**config.mk**
```make
export PLATFORM = sky130hd
export DESIGN_NAME = pipelined_custom_adder
export DESIGN_NICKNAME = d
export VERILOG_FILES = /design/src/rtl/adder_pkg.sv /design/src/rtl/adder_segment.sv /design/src/rtl/pipelined_custom_adder.sv
export SDC_FILE = /design/constraint.sdc
export NUM_CORES = 1
export LEC_CHECK = 0
export ABC_AREA = 1
export BUFFER_PORTS_ARGS = -buffer_cell sky130_fd_sc_hd__buf_2
export CORE_MARGIN = 2
export CORE_UTILIZATION = 38
export CTS_CLUSTER_SIZE = 14
export DETAILED_ROUTE_END_ITERATION = 16
export GPL_TIMING_DRIVEN = 0
export PLACE_DENSITY_LB_ADDON = 0.12
export SLEW_MARGIN = 20
export SYNTH_ARGS = -nofsm -noshare
export SYNTH_HDL_FRONTEND = slang
export SYNTH_HIERARCHICAL = 1
export SYNTH_SLANG_ARGS = --single-unit
```
**constraint.sdc**
```tcl
create_clock -name clk -period 7.55 [get_ports clk]
set_input_delay 0.3775 -clock clk [delete_from_list [all_inputs] [get_ports clk]]
set_output_delay 0.3775 -clock clk [all_outputs]
set_load 0.02 [all_outputs]
```
**src/rtl/adder_pkg.sv**
```systemverilog
// adder_pkg: shared defaults and helpers for the pipelined segmented adder.
package adder_pkg;

    localparam int A_WIDTH_DEFAULT = 62;
    localparam int B_WIDTH_DEFAULT = 17;
    localparam int STAGES_DEFAULT  = 4;

    // Integer ceiling division, used to size the carry segments.
    function automatic int ceil_div(input int num, input int den);
        return (num + den - 1) / den;
    endfunction

endpackage

```
**src/rtl/adder_segment.sv**
```systemverilog
// adder_segment: one ripple-carry slice of the pipelined adder.
module adder_segment #(
    parameter int WIDTH = 16
) (
    input  logic [WIDTH-1:0] a,
    input  logic [WIDTH-1:0] b,
    input  logic             cin,
    output logic [WIDTH-1:0] sum,
    output logic             cout
);

    logic [WIDTH:0] carry;

    // Bit-by-bit ripple from the segment LSB to its MSB.
    always_comb begin
        carry    = '0;
        sum      = '0;
        carry[0] = cin;
        for (int i = 0; i < WIDTH; i++) begin
            sum[i]       = a[i] ^ b[i] ^ carry[i];
            carry[i + 1] = (a[i] & b[i]) | (carry[i] & (a[i] ^ b[i]));
        end
    end

    assign cout = carry[WIDTH];

endmodule

```
**src/rtl/pipelined_custom_adder.sv**
```systemverilog
// pipelined_custom_adder: A + ext(B) split LSB-first into STAGES ripple
// segments, one segment per pipeline stage.
// Optional macro SIGN_EXT_B_EN: treat A/B as two's complement, sign-extend B
// and produce the sign in Sum[A_WIDTH]; otherwise B is zero-extended and the
// MSB is the carry-out.
//
// Handshake: an operand pair transfers when in_valid && in_ready, a result
// transfers when out_valid && out_ready. The whole pipe moves together on
// advance = !out_valid || out_ready; in_ready is advance, so nothing is
// accepted while the output is blocked. Empty slots travel as valid=0.
module pipelined_custom_adder
    import adder_pkg::*;
#(
    parameter int A_WIDTH = A_WIDTH_DEFAULT,
    parameter int B_WIDTH = B_WIDTH_DEFAULT,
    parameter int STAGES  = STAGES_DEFAULT
) (
    input  logic               clk,
    input  logic               rst_n,
    input  logic               in_valid,
    output logic               in_ready,
    input  logic [A_WIDTH-1:0] A,
    input  logic [B_WIDTH-1:0] B,
    output logic               out_valid,
    input  logic               out_ready,
    output logic [A_WIDTH:0]   Sum
);

    localparam int SEG = ceil_div(A_WIDTH, STAGES);

    logic               advance;
    logic [A_WIDTH-1:0] b_ext;

`ifdef SIGN_EXT_B_EN
    assign b_ext = A_WIDTH'($signed(B));
`else
    assign b_ext = A_WIDTH'(B);
`endif

    assign advance  = !out_valid || out_ready;
    assign in_ready = advance;

    for (genvar k = 0; k < STAGES; k++) begin : g_stage
        // Bit range of this segment; later segments take whatever is left.
        localparam int LO      = (k * SEG > A_WIDTH) ? A_WIDTH : k * SEG;
        localparam int NEXT_LO = ((k + 1) * SEG > A_WIDTH) ? A_WIDTH : (k + 1) * SEG;
        localparam int W       = NEXT_LO - LO;
        localparam int IN_W    = A_WIDTH - LO;
        localparam int REM     = A_WIDTH - NEXT_LO;
        localparam int REM_W   = (REM > 0) ? REM : 1;

        // Stage registers: completed low sum bits, carry (or final sign),
        // slot valid, and the operand bits still waiting to be added.
        logic [NEXT_LO-1:0] s_r;
        logic               c_r;
        logic               v_r;
        logic [REM_W-1:0]   a_r;
        logic [REM_W-1:0]   b_r;

        logic [NEXT_LO-1:0] s_next;
        logic               c_store;
        logic               c_in;
        logic               v_in;

        if (k == 0) begin : g_head
            assign c_in = 1'b0;
            assign v_in = in_valid;
        end else begin : g_link
            assign c_in = g_stage[k-1].c_r;
            assign v_in = g_stage[k-1].v_r;
        end

        if (W > 0) begin : g_add
            logic [IN_W-1:0] op_a;
            logic [IN_W-1:0] op_b;
            logic [W-1:0]    seg_sum;
            logic            seg_cout;

            if (k == 0) begin : g_src_in
                assign op_a = A;
                assign op_b = b_ext;
            end else begin : g_src_pipe
                assign op_a = g_stage[k-1].a_r;
                assign op_b = g_stage[k-1].b_r;
            end

            adder_segment #(.WIDTH(W)) u_seg (
                .a    (op_a[W-1:0]),
                .b    (op_b[W-1:0]),
                .cin  (c_in),
                .sum  (seg_sum),
                .cout (seg_cout)
            );

            if (k == 0) begin : g_sum_first
                assign s_next = seg_sum;
            end else begin : g_sum_append
                assign s_next = {seg_sum, g_stage[k-1].s_r};
            end

            if (REM == 0) begin : g_msb
`ifdef SIGN_EXT_B_EN
                // Sign of the (A_WIDTH+1)-bit two's complement result.
                assign c_store = op_a[IN_W-1] ^ op_b[IN_W-1] ^ seg_cout;
`else
                assign c_store = seg_cout;
`endif
            end else begin : g_mid
                assign c_store = seg_cout;
            end

            if (REM > 0) begin : g_fwd
                // Upper operand bits ride along until their segment comes up.
                always_ff @(posedge clk) begin
                    if (advance) begin
                        a_r <= op_a[IN_W-1:W];
                        b_r <= op_b[IN_W-1:W];
                    end
                end
            end else begin : g_tail
                assign a_r = '0;
                assign b_r = '0;
            end
        end else begin : g_pass
            // Segment left empty by the rounding: result passes straight on.
            assign s_next  = g_stage[k-1].s_r;
            assign c_store = c_in;
            assign a_r     = '0;
            assign b_r     = '0;
        end

        if (REM == 0) begin : g_sink
            logic unused_ops;
            assign unused_ops = ^{a_r, b_r};
        end

        // Control and result registers: cleared by reset, frozen on stall.
        always_ff @(posedge clk) begin
            if (!rst_n) begin
                v_r <= 1'b0;
                c_r <= 1'b0;
                s_r <= '0;
            end else if (advance) begin
                v_r <= v_in;
                c_r <= c_store;
                s_r <= s_next;
            end
        end
    end

    assign out_valid = g_stage[STAGES-1].v_r;
    assign Sum       = {g_stage[STAGES-1].c_r, g_stage[STAGES-1].s_r};

endmodule

```
; Yosys cells after proc, flatten, opt, wreduce, memory -nomap -nowiden
; Index checks and enable logic that the tools add are counted.
[op_classes]
bitwise = 172
reduce_logical = 2
[ops]
columns = operator, count
row1 = $and 1x1->1, 78
row2 = $xor 1x1->1, 78
row3 = $or 1x1->1, 16
row4 = $logic_not 1->1, 1
row5 = $logic_or 1x1->1, 1
[totals]
register_bits = 257
input_bits = 83
out_inout_bits = 65
wordCells = 190

; Depth between registers and ports, before layout
[logic_depth]
word_depth = 31
ltp_mapped = 22
depth_no_buf = 22

; Cells and area by module
; The synthesis kept the hierarchy.
[by_module_without_submodules]
columns = mod, n_inst, cells_per_inst, area_per_inst_um2, seq_area_each_um2
row1 = pipelined_custom_adder, 1, 1162, 9801.9, 6055.8
row2 = adder_segment at g_stage[0].g_add.u_seg ..., 3, 26, 357.8, 0.0
row3 = adder_segment at g_stage[3].g_add.u_seg, 1, 24, 317.8, 0.0

; Least setup slack after synthesis
; OpenSTA, ideal clock, no wires.
[synth_timing]
path_type = register to register
from = reg g_stage[0].a_r[0]
to = reg g_stage[1].s_r[31]
setup_ns = 0.064
arrival_time_ns = 6.569
slack_ns = 0.917
stages_incl_launch_ff = 23
cell_sequence = edfxtp_1 fa_1 inv_1 fa_1 inv_1 fa_1 fa_1 fa_1 fa_1 fa_1 fa_1 fa_1 fa_1 fa_1 fa_1 fa_1 fa_1 fa_1 inv_1 fa_1 inv_1 nor2_1 nor2_1
[synth_between]
elab_chain_len = 18
[synth_lines]
columns = item, line
row1 = start: declaration, pipelined_custom_adder.sv:57  ; logic [REM_W-1:0] a_r;
row2 = start signal: assignment, pipelined_custom_adder.sv:116  ; a_r <= op_a[IN_W-1:W];
row3 = $xor 1x1->1, adder_segment.sv:21  ; carry[i + 1] = (a[i] & b[i]) | (carry[i] & (a[i] ^ b[i]));
row4 = $and 1x1->1, adder_segment.sv:21
row5 = $or 1x1->1 (*), adder_segment.sv:21
row6 = $and 1x1->1 (*) (14 in a row), adder_segment.sv:21
row7 = $xor 1x1->1 (*), adder_segment.sv:20  ; sum[i] = a[i] ^ b[i] ^ carry[i];
row8 = net g_stage[1].g_add.seg_sum[15], pipelined_custom_adder.sv:76  ; logic [W-1:0] seg_sum;
row9 = end signal: assignment, pipelined_custom_adder.sv:146  ; s_r <= s_next;
row10 = end: declaration, pipelined_custom_adder.sv:54  ; logic [NEXT_LO-1:0] s_r;
; Mark *: on every way through the listed nets, which the timed path passes. The rest lies on a longest branch.
; A chain may end at the register's enable or synchronous reset.

; Worst setup path after layout
; Ends and elaborated chain as after synthesis.

==> run_results.csv <==
group,metric,value,unit
sta,fin_ws,0.558,ns
sta,setup_tns,0,ns
global_routing,grt-ovfl-total,0,
detailed_routing,dr.pass1.iters,5,
clock_network,holdBufCountCts,30,
sta,worstMarginPinSlew,0.630,ns
die,pin_count,148,
clock_network,clock-sinks,257,
logic_synthesis,syn-cell-area,0.0112,mm²
placed_design,hpwlAfterDp,15.9,mm
placed_design,place_inst,1840,
logic_synthesis,post_synth_num_cell_types,15,
final_layout,design_area,0.0138,mm²
final_layout,final_util,47.9,%
sta,finalCritPeriodShare,92.6,%
placed_design,place_ws,0.191,ns
clock_network,cts_max_level,1,
final_layout,n_fill_cell,2893,
min_path,hp-class,"primary input to flop",
detailed_routing,wl_per_cell,12.1,µm
global_routing,grt_pass1_wl,38.1,mm
global_routing,grt_use_total,15.3,%
global_routing,first_global_vias,7587,
clock_network,cts-root-buf,"clkbuf_16",
detailed_routing,drc,0,
final_layout,layout_common_cells,"330 x nor2_1, 207 x inv_1, 182 x buf_2",
sta,finClkSkew,0.0118,ns
final_layout,syn_to_final_growth,23.6,%
sta,max_freq,143,MHz
detailed_routing,drt-total-wl,23.4,mm
placed_design,numPortBuffers,146,
detailed_routing,ant_nets,0,
final_layout,final_common_cell,"nor2_1",
sta,rsz0062_at_grt,"no",
placed_design,post_dp_cell_area,0.0126,mm²
min_path,min_to,"g_stage[0].a_r[29]",
clock_network,postCtsResizedCells,0,
die,dieArea,0.0308,mm²
die,initial_core_util,38.8,%
power_and_ir_drop,p_leak,6.19,nW
min_path,hold_depth,1,
global_routing,grt_max_degree,51,
final_layout,nets,1665,
detailed_routing,num_vias,8013,
die,rows,62,
clock_network,post_cts_buffers,0,
critical_path,path_max_fanout,1,
run,maxCapViolCount,0,
critical_path,start_kind,"flop",
sta,fin_crit,6.99,ns
critical_path,cp-end-kind,"flop",
critical_path,required,8.02,ns
clock_network,cts_tree,"yes",
clock_network,cts_buffers,29,
power_and_ir_drop,ir_drop,0.153,mV
critical_path,crit_arrival,7.46,ns
critical_path,path_class,"flop to flop",
clock_network,clk_latency,0.54,ns
die,core,0.0289,mm²
min_path,min_from,"A[45]",
detailed_routing,via_per_inst,4.16,
logic_synthesis,synth_cells,1264,
final_layout,instances_no_fill,1926,
critical_path,r2r_start,"g_stage[0].a_r[0]",
die,die-width,176,µm
logic_synthesis,syn_area_per_cell,8.86,µm²
logic_synthesis,ys_warn_count,6,
clock_network,ctsLongestPathBuffers,3,
power_and_ir_drop,power_density,247,mW/mm²
detailed_routing,drtIter0Drc,457,
sta,hold_viol,0,
die,die_h,176,µm
critical_path,r2r_cells,22,
clock_network,clk_pin_slew,0.06,ns
sta,slew_headroom,57.9,%
outcome,status,"completed",
sta,maxSlewViolCount,0,
logic_synthesis,ys_seq_elements,257,
critical_path,reg2reg_slack,0.56,ns
final_layout,drive_above_1_share,15.8,%
sta,setup_viol,0,
critical_path,timing.rr.end,"g_stage[1].s_r[31]",
logic_synthesis,ys_seq_area_share,54.1,%
final_layout,insertedDiodeCount,0,
placed_design,gp_congestion,0.752,
global_routing,antenna_found_initial,0,
[sequential cells by signal, indices dropped and copies added, names as in the netlist]
signal and count:
g_stage.b_r 1, g_stage.v_r 3, out_valid 1, g_stage.s_r 158
g_stage.a_r 90, g_stage.c_r 4
[power by group]
group / total, mW / switching (mW) / internal (mW)
sequential: 1.63 / 0.0673 / 1.57
clock: 1.33 / 0.548 / 0.777
combinational: 0.461 / 0.266 / 0.195
total: 3.42 / 0.882 / 2.54
[critical path, cell delays in order (launching register included)]
cell	delay [ns]
edfxtp_1	0.39
fa_1	0.43
inv_1	0.07
fa_1	0.17
inv_1	0.05
fa_1	0.38
fa_1	0.40
fa_1	0.39
fa_1	0.39
fa_1	0.42
fa_1	0.40
fa_1	0.41
fa_1	0.40
fa_1	0.39
fa_1	0.40
fa_1	0.39
fa_1	0.38
fa_1	0.38
inv_1	0.08
fa_1	0.40
inv_1	0.06
nor2_1	0.04
nor2_1	0.09
[worst max path at each step]
stage / start / to / slack, ns / cells past startpoint
after CTS: g_stage[0].a_r[0] / g_stage[1].s_r[31] / 0.52 / 22
after global placement: A[0] / g_stage[0].s_r[15] / 0.28 / 23
final: g_stage[0].a_r[0] / g_stage[1].s_r[31] / 0.56 / 22
after global routing: g_stage[0].a_r[0] / g_stage[1].s_r[31] / 0.29 / 22
after floorplan: g_stage[0].a_r[0] / g_stage[1].s_r[31] / 0.92 / 22
after detailed placement: A[0] / g_stage[0].s_r[15] / 0.19 / 23
[Yosys cell counts]
cell / number / share of area [%]
a21boi_0: 1 / 0.067
nor2_4: 1 / 0.10
buf_6: 5 / 0.50
clkbuf_1: 11 / 0.37
edfxtp_1: 91 / 24
inv_1: 207 / 6.9
dfxtp_1: 166 / 30
buf_2: 36 / 1.6
buf_1: 9 / 0.30
nand2_1: 166 / 5.6
conb_1: 1 / 0.034
nand3_1: 165 / 7.4
buf_4: 13 / 0.87
fa_1: 62 / 11
nor2_1: 330 / 11
[routing by layer]
metal	wire, µm	share of wire, %	up-vias	GRT usage (%)
met5	0	0	-	0
met4	463	2.0	0	3.72
met3	1060	4.5	31	2.71
met2	10800	46	151	25.5
met1	11000	47	3550	20.7
li1	-	-	4281	-
[metrics by stage]
| step | hold WS [ns] | power (mW) |
|---|---|---|
| final | 0.0283 | 3.42 |
| after global routing | -0.000686 | 3.62 |
| after CTS | 0.000331 | 3.47 |
| after detailed placement | 0.405 | 2.12 |
| after global placement | 0.400 | 2.11 |
| after floorplan | 0.400 | 1.97 |
[kinds of logic (layout without fill, tap and decap cells)]
logic type                 Yosys count  after routing  share of synthesized area (%)
and+or+nand+nor                    662            662                           24.1
other                                1             46                         0.0335
DFF                                257            257                           54.1
adders and majority gates           62             62                           11.1
AOI/OAI and AO/OA                    1              1                         0.0671
buffers and inverters              281            514                           10.6
[cell type report]
| class | instances | area, µm² | share of cell area (%) |
|---|---|---|---|
| Clock inverter | 17 | 129 | 0.932 |
| Tap cell | 384 | 480 | 3.47 |
| Inverter | 207 | 777 | 5.62 |
| Clock buffer | 36 | 762 | 5.51 |
| Buffer | 74 | 409 | 2.96 |
| Timing Repair Buffer | 180 | 1090 | 7.87 |
| Multi-Input combinational cell | 771 | 4130 | 29.8 |
| Sequential cell | 257 | 6060 | 43.8 |
Power figures use the tool's default switching activity.
